<file path="src/rtl/cod_dec_e3.sv">
// Registered highest-priority encoder: 11 key lines -> 4-bit code S with valid/multi flags.
// Optional input debounce filter enabled by defining COD_DEC_DEBOUNCE_EN (latency DEB_CYCLES+1, else 1).
module cod_dec_e3 #(
  parameter logic [3:0] IDLE_CODE  = 4'hF,
  parameter int         DEB_CYCLES = 3
) (
  input  logic        clk,
  input  logic        rst_n,
  input  logic [10:0] entrada,
  output logic [3:0]  S,
  output logic        valid,
  output logic        multi
);

  logic [10:0] pat;
  logic        load;

`ifdef COD_DEC_DEBOUNCE_EN
  localparam int CW = (DEB_CYCLES < 2) ? 1 : $clog2(DEB_CYCLES + 1);

  logic [10:0] samp_q;
  logic [CW-1:0] cnt_q, cnt_d;

  // Count consecutive identical samples; saturate once the pattern is accepted.
  always_comb begin
    cnt_d = cnt_q;
    if (entrada != samp_q)
      cnt_d = CW'(1);
    else if (cnt_q != CW'(DEB_CYCLES))
      cnt_d = cnt_q + CW'(1);
  end

  always_ff @(posedge clk or negedge rst_n) begin
    if (!rst_n) begin
      samp_q <= '0;
      cnt_q  <= '0;
    end else begin
      samp_q <= entrada;
      cnt_q  <= cnt_d;
    end
  end

  assign pat  = samp_q;
  assign load = (cnt_q == CW'(DEB_CYCLES));
`else
  assign pat  = entrada;
  assign load = 1'b1;
`endif

  logic [3:0] s_d, s_q;
  logic       valid_d, valid_q;
  logic       multi_d, multi_q;

  // Later (higher) indices overwrite earlier ones, giving top-index priority.
  always_comb begin
    s_d = IDLE_CODE;
    for (int k = 0; k < 11; k++) begin
      if (pat[k]) s_d = 4'(k);
    end
    valid_d = |pat;
    multi_d = |(pat & (pat - 11'd1));
  end

  always_ff @(posedge clk or negedge rst_n) begin
    if (!rst_n) begin
      s_q     <= IDLE_CODE;
      valid_q <= 1'b0;
      multi_q <= 1'b0;
    end else if (load) begin
      s_q     <= s_d;
      valid_q <= valid_d;
      multi_q <= multi_d;
    end
  end

  assign S     = s_q;
  assign valid = valid_q;
  assign multi = multi_q;

endmodule

</file>
<file path="config.mk">
export PLATFORM = sky130hd
export DESIGN_NAME = cod_dec_e3
export DESIGN_NICKNAME = d
export VERILOG_FILES = /design/src/rtl/cod_dec_e3.sv
export SDC_FILE = /design/constraint.sdc
export NUM_CORES = 1
export LEC_CHECK = 0
export ABC_AREA = 1
export ABC_CLOCK_PERIOD_IN_PS = 800
export BUFFER_PORTS_ARGS = -buffer_cell sky130_fd_sc_hd__buf_2
export CORE_AREA = 4 4 41 43
export DETAILED_ROUTE_END_ITERATION = 8
export DIE_AREA = 0 0 45 47
export SLEW_MARGIN = 20
export SYNTH_ARGS = -nofsm -noshare
export SYNTH_HDL_FRONTEND = slang
export SYNTH_SLANG_ARGS = --single-unit
</file>
<file path="constraint.sdc">
create_clock -name clk -period 0.8 [get_ports clk]
set_clock_uncertainty 0.05 [all_clocks]
set_input_delay 0.04 -clock clk [delete_from_list [all_inputs] [get_ports clk]]
set_output_delay 0.04 -clock clk [all_outputs]
set_load 0.005 [all_outputs]
</file>
After elaboration in Yosys (flattened, before gate mapping). Cells that the tools add are included.

Bits in registers: 6. Word-level logic and storage cells: 18. Output and inout bits: 6.

Reduce and logical (&&, ||, !) cells: 2. $add $sub $neg: 1. Bitwise gates (word level): 1. Mux-type cells: 11.

Operator list (count): 4-bit two-way mux (11); 11-bit OR reduction (2); 11-bit AND (1); 11-bit by 1-bit subtractor with 11-bit output (second input constant) (1).

Depth between registers and ports, before layout. Gate-level depths: netlist of run 1.

Depth after elaboration: 11. Depth in mapped cells: 9. Gate-level depth less buffers: 9.

Worst setup path before layout of run 1. OpenSTA, ideal clock, no wires.

Path type: in2reg. Start point: input port entrada[0]. End point: register multi_q, in the netlist multi. Arrival time: 0.607 ns. Path slack: 0.014 ns. Stages on the path: 8. Cell sequence: nor2_4 -> nand2_4 -> inv_2 -> nand2_2 -> nand2_1 -> nand2_1 -> a21boi_1 -> nand3_1.

Longest elaborated chain between the ends: 3.

Ends and longest elaborated chain: from (decl) (line 9) `input logic [10:0] entrada,`; 11-bit by 1-bit subtractor with 11-bit output (line 61) `multi_d = |(pat & (pat - 11'd1));`; 11-bit AND (*) (line 61); 11-bit OR reduction (*) (line 61); named net multi_d (line 52) `logic multi_d, multi_q;`; to (signal assigned) (line 72) `multi_q <= multi_d;`; to (decl) (line 52).

Mark *: on every way through the listed nets, which the timed path passes. The rest lies on a longest branch.

Worst setup path in the final report of run 1.
Start point: register s_q[2], in the netlist S[2]. End point: output port S[2].

RTL lines: from (decl) (line 50) `logic [3:0] s_d, s_q;`; from (signal assigned) (line 66) `s_q <= IDLE_CODE;`; from (signal assigned) (line 70) `s_q <= s_d;`; to (decl) (line 10) `output logic [3:0] S,`.

No word-level cell between the ends.

==> key figures, run 1 <==
Run status
  • Status: finished with violations
  • Failing checks: setup timing

Drt
  • Post-route ant nets: 0
  • Detailed-route via count: 507
  • Routed WL per cell: 9.68 µm
  • Via density: 4.45
  • Pre-antenna DRT Iters: 3
  • Remaining DRCs: 0
  • Drt total wl: 1100 µm
  • Starting DRC count in detailed routing: 4

Worst setup path
  • WS Path Type: reg -> out
  • Slowest-stage cell, CP: dfstp_2
  • Largest fanout on the critical path: 1
  • CP Buf/Inv Count: 1
  • CP delay by family, top: flip-flops
  • CP Launch Type: flip-flop
  • Crit path required time: 0.71 ns
  • Crit end category: output port
  • Highest cell delay on the worst timing path: 0.50 ns
  • Worst Path Arrival: 0.84 ns
  • Crit-path cells: buf_2

Timing
  • RSZ-0062 raised after global routing: yes
  • Total negative slack: -0.554 ns
  • Post-route minimum period: 0.933 ns
  • Final setup viols: 6
  • Fmax: 1070 MHz
  • Period utilisation layout: 1.17
  • WHS: 0.0153 ns
  • Final WS setup: -0.133 ns
  • Fin. Hold Viols: 0
  • Final Max Tran Viols: 0
  • Slew HR: 0.897
  • Worst slew pin tran: 0.152 ns

Cells and area
  • Layout area overhead: 70.1%
  • Share of layout cells above drive strength 1: 0.545
  • Layout Nets: 114
  • Non-Filler Cell Area, Final: 734 µm²
  • N_diodes: 0

Clock network
  • CTS root buffer: clkbuf_4
  • H-tree levels: 1
  • CTS sink count: 6
  • Bufs on Longest Clock Path: 2
  • CTS tree: yes
  • CTS clk-pin slew, worst paths: 0.04 ns
  • Num CTS Buffers: 3

Run
  • Max-cap violations: 0

Floorplanning
  • IO Count: 19
  • Core ar.: 0.00130 mm²
  • Row count: 13
  • DIE AREA: 0.00212 mm²
  • Die Height: 47 µm
  • Initial Util: 0.332
  • Die X: 45 µm

Yosys
  • Post-synthesis register bit count: 6
  • Xor-xnor portion of the synthesized cell area: 0
  • Synth top area cells: dfstp_2 (24%), nand2_1 (12%), dfrtp_1 (12%)
  • Count of different cell masters after synthesis: 16
  • Cells after synthesis: 60
  • Register area share after synthesis: 0.359
  • Synth area leader: dfstp_2
  • Compound-Gate Fraction of Synth Area: 0.133
  • Mux contribution to synthesized area: 0
  • Post-synth top area share: 0.243
  • Post-Synth Simple-Gate Area: 0.386
  • Top-count cell post-synth: nand2_1
  • Synth Warn #: 0
  • Post-Syn Area: 432 µm²
  • Post-synth top cells: nand2_1 (14), inv_1 (12)
  • Number of synthesized flops with an enable pin: 0
  • FFs w/ async S/R, synth: 1.00
  • Syn_area_per_cell: 7.19 µm²
  • Post-Syn Nets: 73
  • Most used DFF post-synth: dfstp_2
  • Largest family of logic cells by synthesized area: simple AND/OR/NAND/NOR gates
  • Post-Synth Adder-Cell Area: 0

Global routing
  • Vias in the first global route: 471
  • Grt total ovfl: 0
  • Initial antenna violation count: 0
  • GR peak layer: met2
  • GRT Util Overall: 0.117
  • GR Layer Usage met2: 0.212
  • Met1 usage: 0.117
  • Global routing usage on met3: 0.0230
  • Largest net degree at the start of global routing: 7
  • First-pass GRT wire length: 1760 µm

Placed design
  • Placed Area: 638 µm²
  • Final HPWL DP: 930 µm
  • I/O Buffers: 18
  • GPL Wtd Cong: 0.772

Power and ir drop
  • Total Power: 823 µW
  • Pwr per Cell Area: 1120 mW/mm²
  • VDD IR max: 365 µV
  • Leakage power: 0.391 nW

Hold path
  • Hold Crit Class: in -> reg
-- power breakdown --
part	internal [mW]	switching [mW]
Sequential	0.324	0.00241
Clock	0.169	0.102
Combinational	0.117	0.108
-- area by class of cell --
type / instances / area, µm²
timing repair buffer: 36 / 246
sequential: 6 / 155
clock buffer: 3 / 22.5
multi-input combinational: 40 / 236
fill: 132 / 567
tap: 15 / 18.8
inverter: 14 / 55.1
-- worst paths after layout --
| check | end | cells past startpoint | startpoint |
|---|---|---|---|
| max | S[2] | 1 | S[2] |
| min | S[0] | 4 | entrada[8] |
| max in group asynchronous | S[0] | 2 | rst_n |
| min in group asynchronous | multi | 2 | rst_n |
-- cells in the final DEF, fill, tap and decap left out, types with 3 or more instances in the layout --
cell | synthesis | final
a21oi_1 | 4 | 3
buf_2 | 0 | 16
buf_4 | 0 | 15
clkbuf_4 | 0 | 3
dfstp_2 | 4 | 4
dlygate4sd3_1 | 0 | 3
inv_1 | 12 | 11
nand2_1 | 14 | 14
nand3_1 | 4 | 4
nor2_4 | 4 | 4
-- layer usage --
| layer | wire length (µm) | part of all wire |
|---|---|---|
| met1 | 414 | 0.38 |
| met2 | 611 | 0.55 |
| met3 | 78 | 0.071 |
| met4 | 0 | 0 |
| met5 | 0 | 0 |
-- logic make-up after synthesis --
family / after synthesis
flip-flops: 6
buffers and inverters: 14
AND/OR/NAND/NOR: 30
AO/OA/AOI/OAI: 10
-- what timing repair did --
action / 4_1_cts / 5_1_grt
setup buffers: 0 / 1
setup endpoints to repair: 6 / 11
pin swaps: 0 / 5
resized for setup: 0 / 9
hold buffers: 4 / 0
cloned: 0 / 0
hold endpoints to repair: 9 / 0
-- metrics by stage --
| stage | setup WS (ns) | std cells | utilization |
|---|---|---|---|
| after floorplan | 0.0144 | 60 | - |
| after global placement | -0.195 | 106 | 0.490 |
| after detailed placement | -0.212 | 106 | 0.490 |
| after CTS | -0.147 | 113 | 0.538 |
| after global routing | -0.163 | 114 | 0.564 |
| final | -0.133 | 114 | 0.564 |
-- registers in the layout, indices dropped and copies added, names as in the netlist --
register and flops:
S 4, multi 1, valid 1
-- worst min-delay path, cell delays in order --
cell	delay, ns
buf_2	0.08
inv_1	0.05
nand2_1	0.08
a21oi_2	0.05
Power figures use the tool's default switching activity.
==> run 2, diff against run 1 <==
==> config.mk (replaced) <==
export PLATFORM = sky130hd
export DESIGN_NAME = cod_dec_e3
export DESIGN_NICKNAME = d
export VERILOG_FILES = /design/src/rtl/cod_dec_e3.sv
export SDC_FILE = /design/constraint.sdc
export NUM_CORES = 1
export LEC_CHECK = 0
export ABC_CLOCK_PERIOD_IN_PS = 800
export BUFFER_PORTS_ARGS = -buffer_cell sky130_fd_sc_hd__buf_2
export CORE_AREA = 2 2 39 41
export DETAILED_ROUTE_END_ITERATION = 8
export DIE_AREA = 0 0 41 43
export SLEW_MARGIN = 20
export SYNTH_ARGS = -nofsm -noshare
export SYNTH_HDL_FRONTEND = slang
export SYNTH_SLANG_ARGS = --single-unit
export TNS_END_PERCENT = 5
==> key figures, run 2 <==
Run status
  • Status: finished with violations
  • Failing checks: setup timing

Worst setup path
  • CP dominant cell by count: nand2_1
  • CP delay by family, top: simple AND/OR/NAND/NOR gates
  • Crit-path cells: buf_6, or4_4, o21ai_1, nand2_1, a21oi_1, nand2_1
  • Highest cell delay on the worst timing path: 0.59 ns
  • CP Buf/Inv Count: 1
  • WS Path Type: in -> reg
  • Slowest-stage cell, CP: or4_4
  • Largest fanout on the critical path: 5
  • Crit end category: flip-flop
  • CP Launch Type: primary input
  • Worst Path Arrival: 1.15 ns
  • Crit path required time: 0.88 ns

Placed design
  • I/O Buffers: 18
  • Final HPWL DP: 784 µm
  • GPL Wtd Cong: 0.741

Drt
  • Starting DRC count in detailed routing: 7
  • Drt total wl: 966 µm
  • Via density: 4.82
  • Post-route ant nets: 0
  • Routed WL per cell: 10.2 µm
  • Pre-antenna DRT Iters: 3
  • Remaining DRCs: 0
  • Detailed-route via count: 458

Clock network
  • CTS root buffer: clkbuf_4
  • H-tree levels: 1
  • Bufs on Longest Clock Path: 2
  • CTS clk-pin slew, worst paths: 0.04 ns
  • CTS sink count: 6
  • CTS tree: yes
  • Num CTS Buffers: 3

Timing
  • Final WS setup: -0.270 ns
  • Fmax: 935 MHz
  • WHS: 0.0245 ns
  • Final setup viols: 8
  • Post-route minimum period: 1.07 ns
  • Final Max Tran Viols: 0
  • Fin. Hold Viols: 0
  • Worst slew pin tran: 0.253 ns
  • Period utilisation layout: 1.34
  • RSZ-0062 raised after global routing: yes
  • Slew HR: 0.830

Yosys
  • Synth area leader: dfstp_2
  • Synth Warn #: 0
  • Most used DFF post-synth: dfstp_2
  • Post-synthesis register bit count: 6
  • Post-Syn Nets: 58
  • Cells after synthesis: 45
  • Post-synth top cells: a21oi_1 (6), nor2_1 (5), nor3_1 (5)
  • Register area share after synthesis: 0.411
  • Post-Syn Area: 378 µm²
  • FFs w/ async S/R, synth: 1.00
  • Post-synth top area share: 0.278
  • Syn_area_per_cell: 8.40 µm²
  • Count of different cell masters after synthesis: 19
  • Synth top area cells: dfstp_2 (28%), dfrtp_1 (13%), a21oi_1 (7.9%)
  • Top-count cell post-synth: a21oi_1
  • Number of synthesized flops with an enable pin: 0

Cells and area
  • Max reg flops: 4
  • Layout area overhead: 77.2%
  • Commonest non-fill, non-tap cells in the layout: buf_2 (13), buf_4 (12), nor2_1 (5), buf_6 (5)
  • Commonest non-fill, non-tap cell in the layout: buf_2
  • Share of layout cells above drive strength 1: 0.557
  • N_diodes: 0
  • Layout Nets: 94
  • Finished Core Util: 0.484
  • Fillers: 156

Floorplanning
  • IO Count: 19
  • Die Height: 43 µm
  • Die X: 41 µm
  • Row count: 14
  • DIE AREA: 0.00176 mm²
  • Core ar.: 0.00138 mm²
  • Initial Util: 0.273

Global routing
  • Grt total ovfl: 0
  • Largest net degree at the start of global routing: 7
  • Initial antenna violation count: 0
  • Vias in the first global route: 434
  • First-pass GRT wire length: 1610 µm
  • GRT Util Overall: 0.136

Power and ir drop
  • VDD IR max: 441 µV
  • Leakage power: 0.295 nW
  • Pwr per Cell Area: 1210 mW/mm²
  • Total Power: 808 µW

Hold path
  • Hold Crit Class: in -> reg

Run
  • Max-cap violations: 0
[run 2: changes by cell type in the layout (fill, tap and decap cells not counted), sizes merged, moves of 2 or more]
cell and delta:
inv -10, a21oi +2, nor2 -3, nor3 +4, dlygate4sd3 -2, buf -2, o21ai +3, nand2 -14
nand3 -4
[run 2: power breakdown]
group / switching (mW) / internal (mW)
clock network: 0.0997 / 0.169
logic: 0.0945 / 0.115
registers: 0.00506 / 0.325
total: 0.199 / 0.609
[run 2: metrics by stage]
stage	setup slack [ns]	setup TNS, ns	instance area (µm²)	instances
4_1_cts	-0.248	-1.22	626	95
3_3_place_gp	-0.580	-2.29	578	91
5_1_grt	-0.323	-1.62	669	95
3_5_place_dp	-0.580	-2.24	578	91
6_report	-0.270	-1.26	669	95
2_1_floorplan	-0.411	-1.05	378	45
[run 2: kinds of logic after synthesis]
| group | count (synthesis) | synth area share |
|---|---|---|
| adder cells (fa/ha/maj) | 1 | 0.0265 |
| flip-flops | 6 | 0.411 |
| buffers and inverters | 4 | 0.0397 |
| AND/OR/NAND/NOR | 18 | 0.281 |
| AO/OA/AOI/OAI | 16 | 0.242 |
[run 2: layer usage]
metal,up-vias,track usage,share of wire
met4,0,0.100,0.032
met5,-,0,0
li1,229,-,-
met2,19,0.222,0.52
met3,4,0.0314,0.071
met1,206,0.141,0.38
[run 2: what timing repair did]
item	4_1_cts	5_1_grt
gates resized for setup	4	7
hold buffers	1	0
hold endpoints to repair	6	0
pin swaps	4	2
buffers inserted	0	0
setup endpoints to repair	10	11
[run 2: path summary, 6_finish.rpt]
check	cells past startpoint	endpoint	start	slack (ns)
hold / removal	3	S[2]	entrada[10]	0.02
min in group asynchronous	2	multi	rst_n	0.09
max in group asynchronous	2	S[3]	rst_n	0.39
setup / recovery	6	multi	entrada[3]	-0.27
[run 2: layout make-up]
type	instances	area (µm²)	share of cell area
flip-flops and latches	6	155	0.232
inverters	4	15.0	0.0224
clock buffers	3	22.5	0.0336
repair buffers	31	221	0.331
well taps	16	20.0	0.0299
multi-input cells	35	235	0.351
[run 2: worst min-delay path: cells and delay by family]
family,cells,cell delay (ns)
buffers and inverters,1,0.09
AOI/OAI and AO/OA,1,0.12
and+or+nand+nor,1,0.05
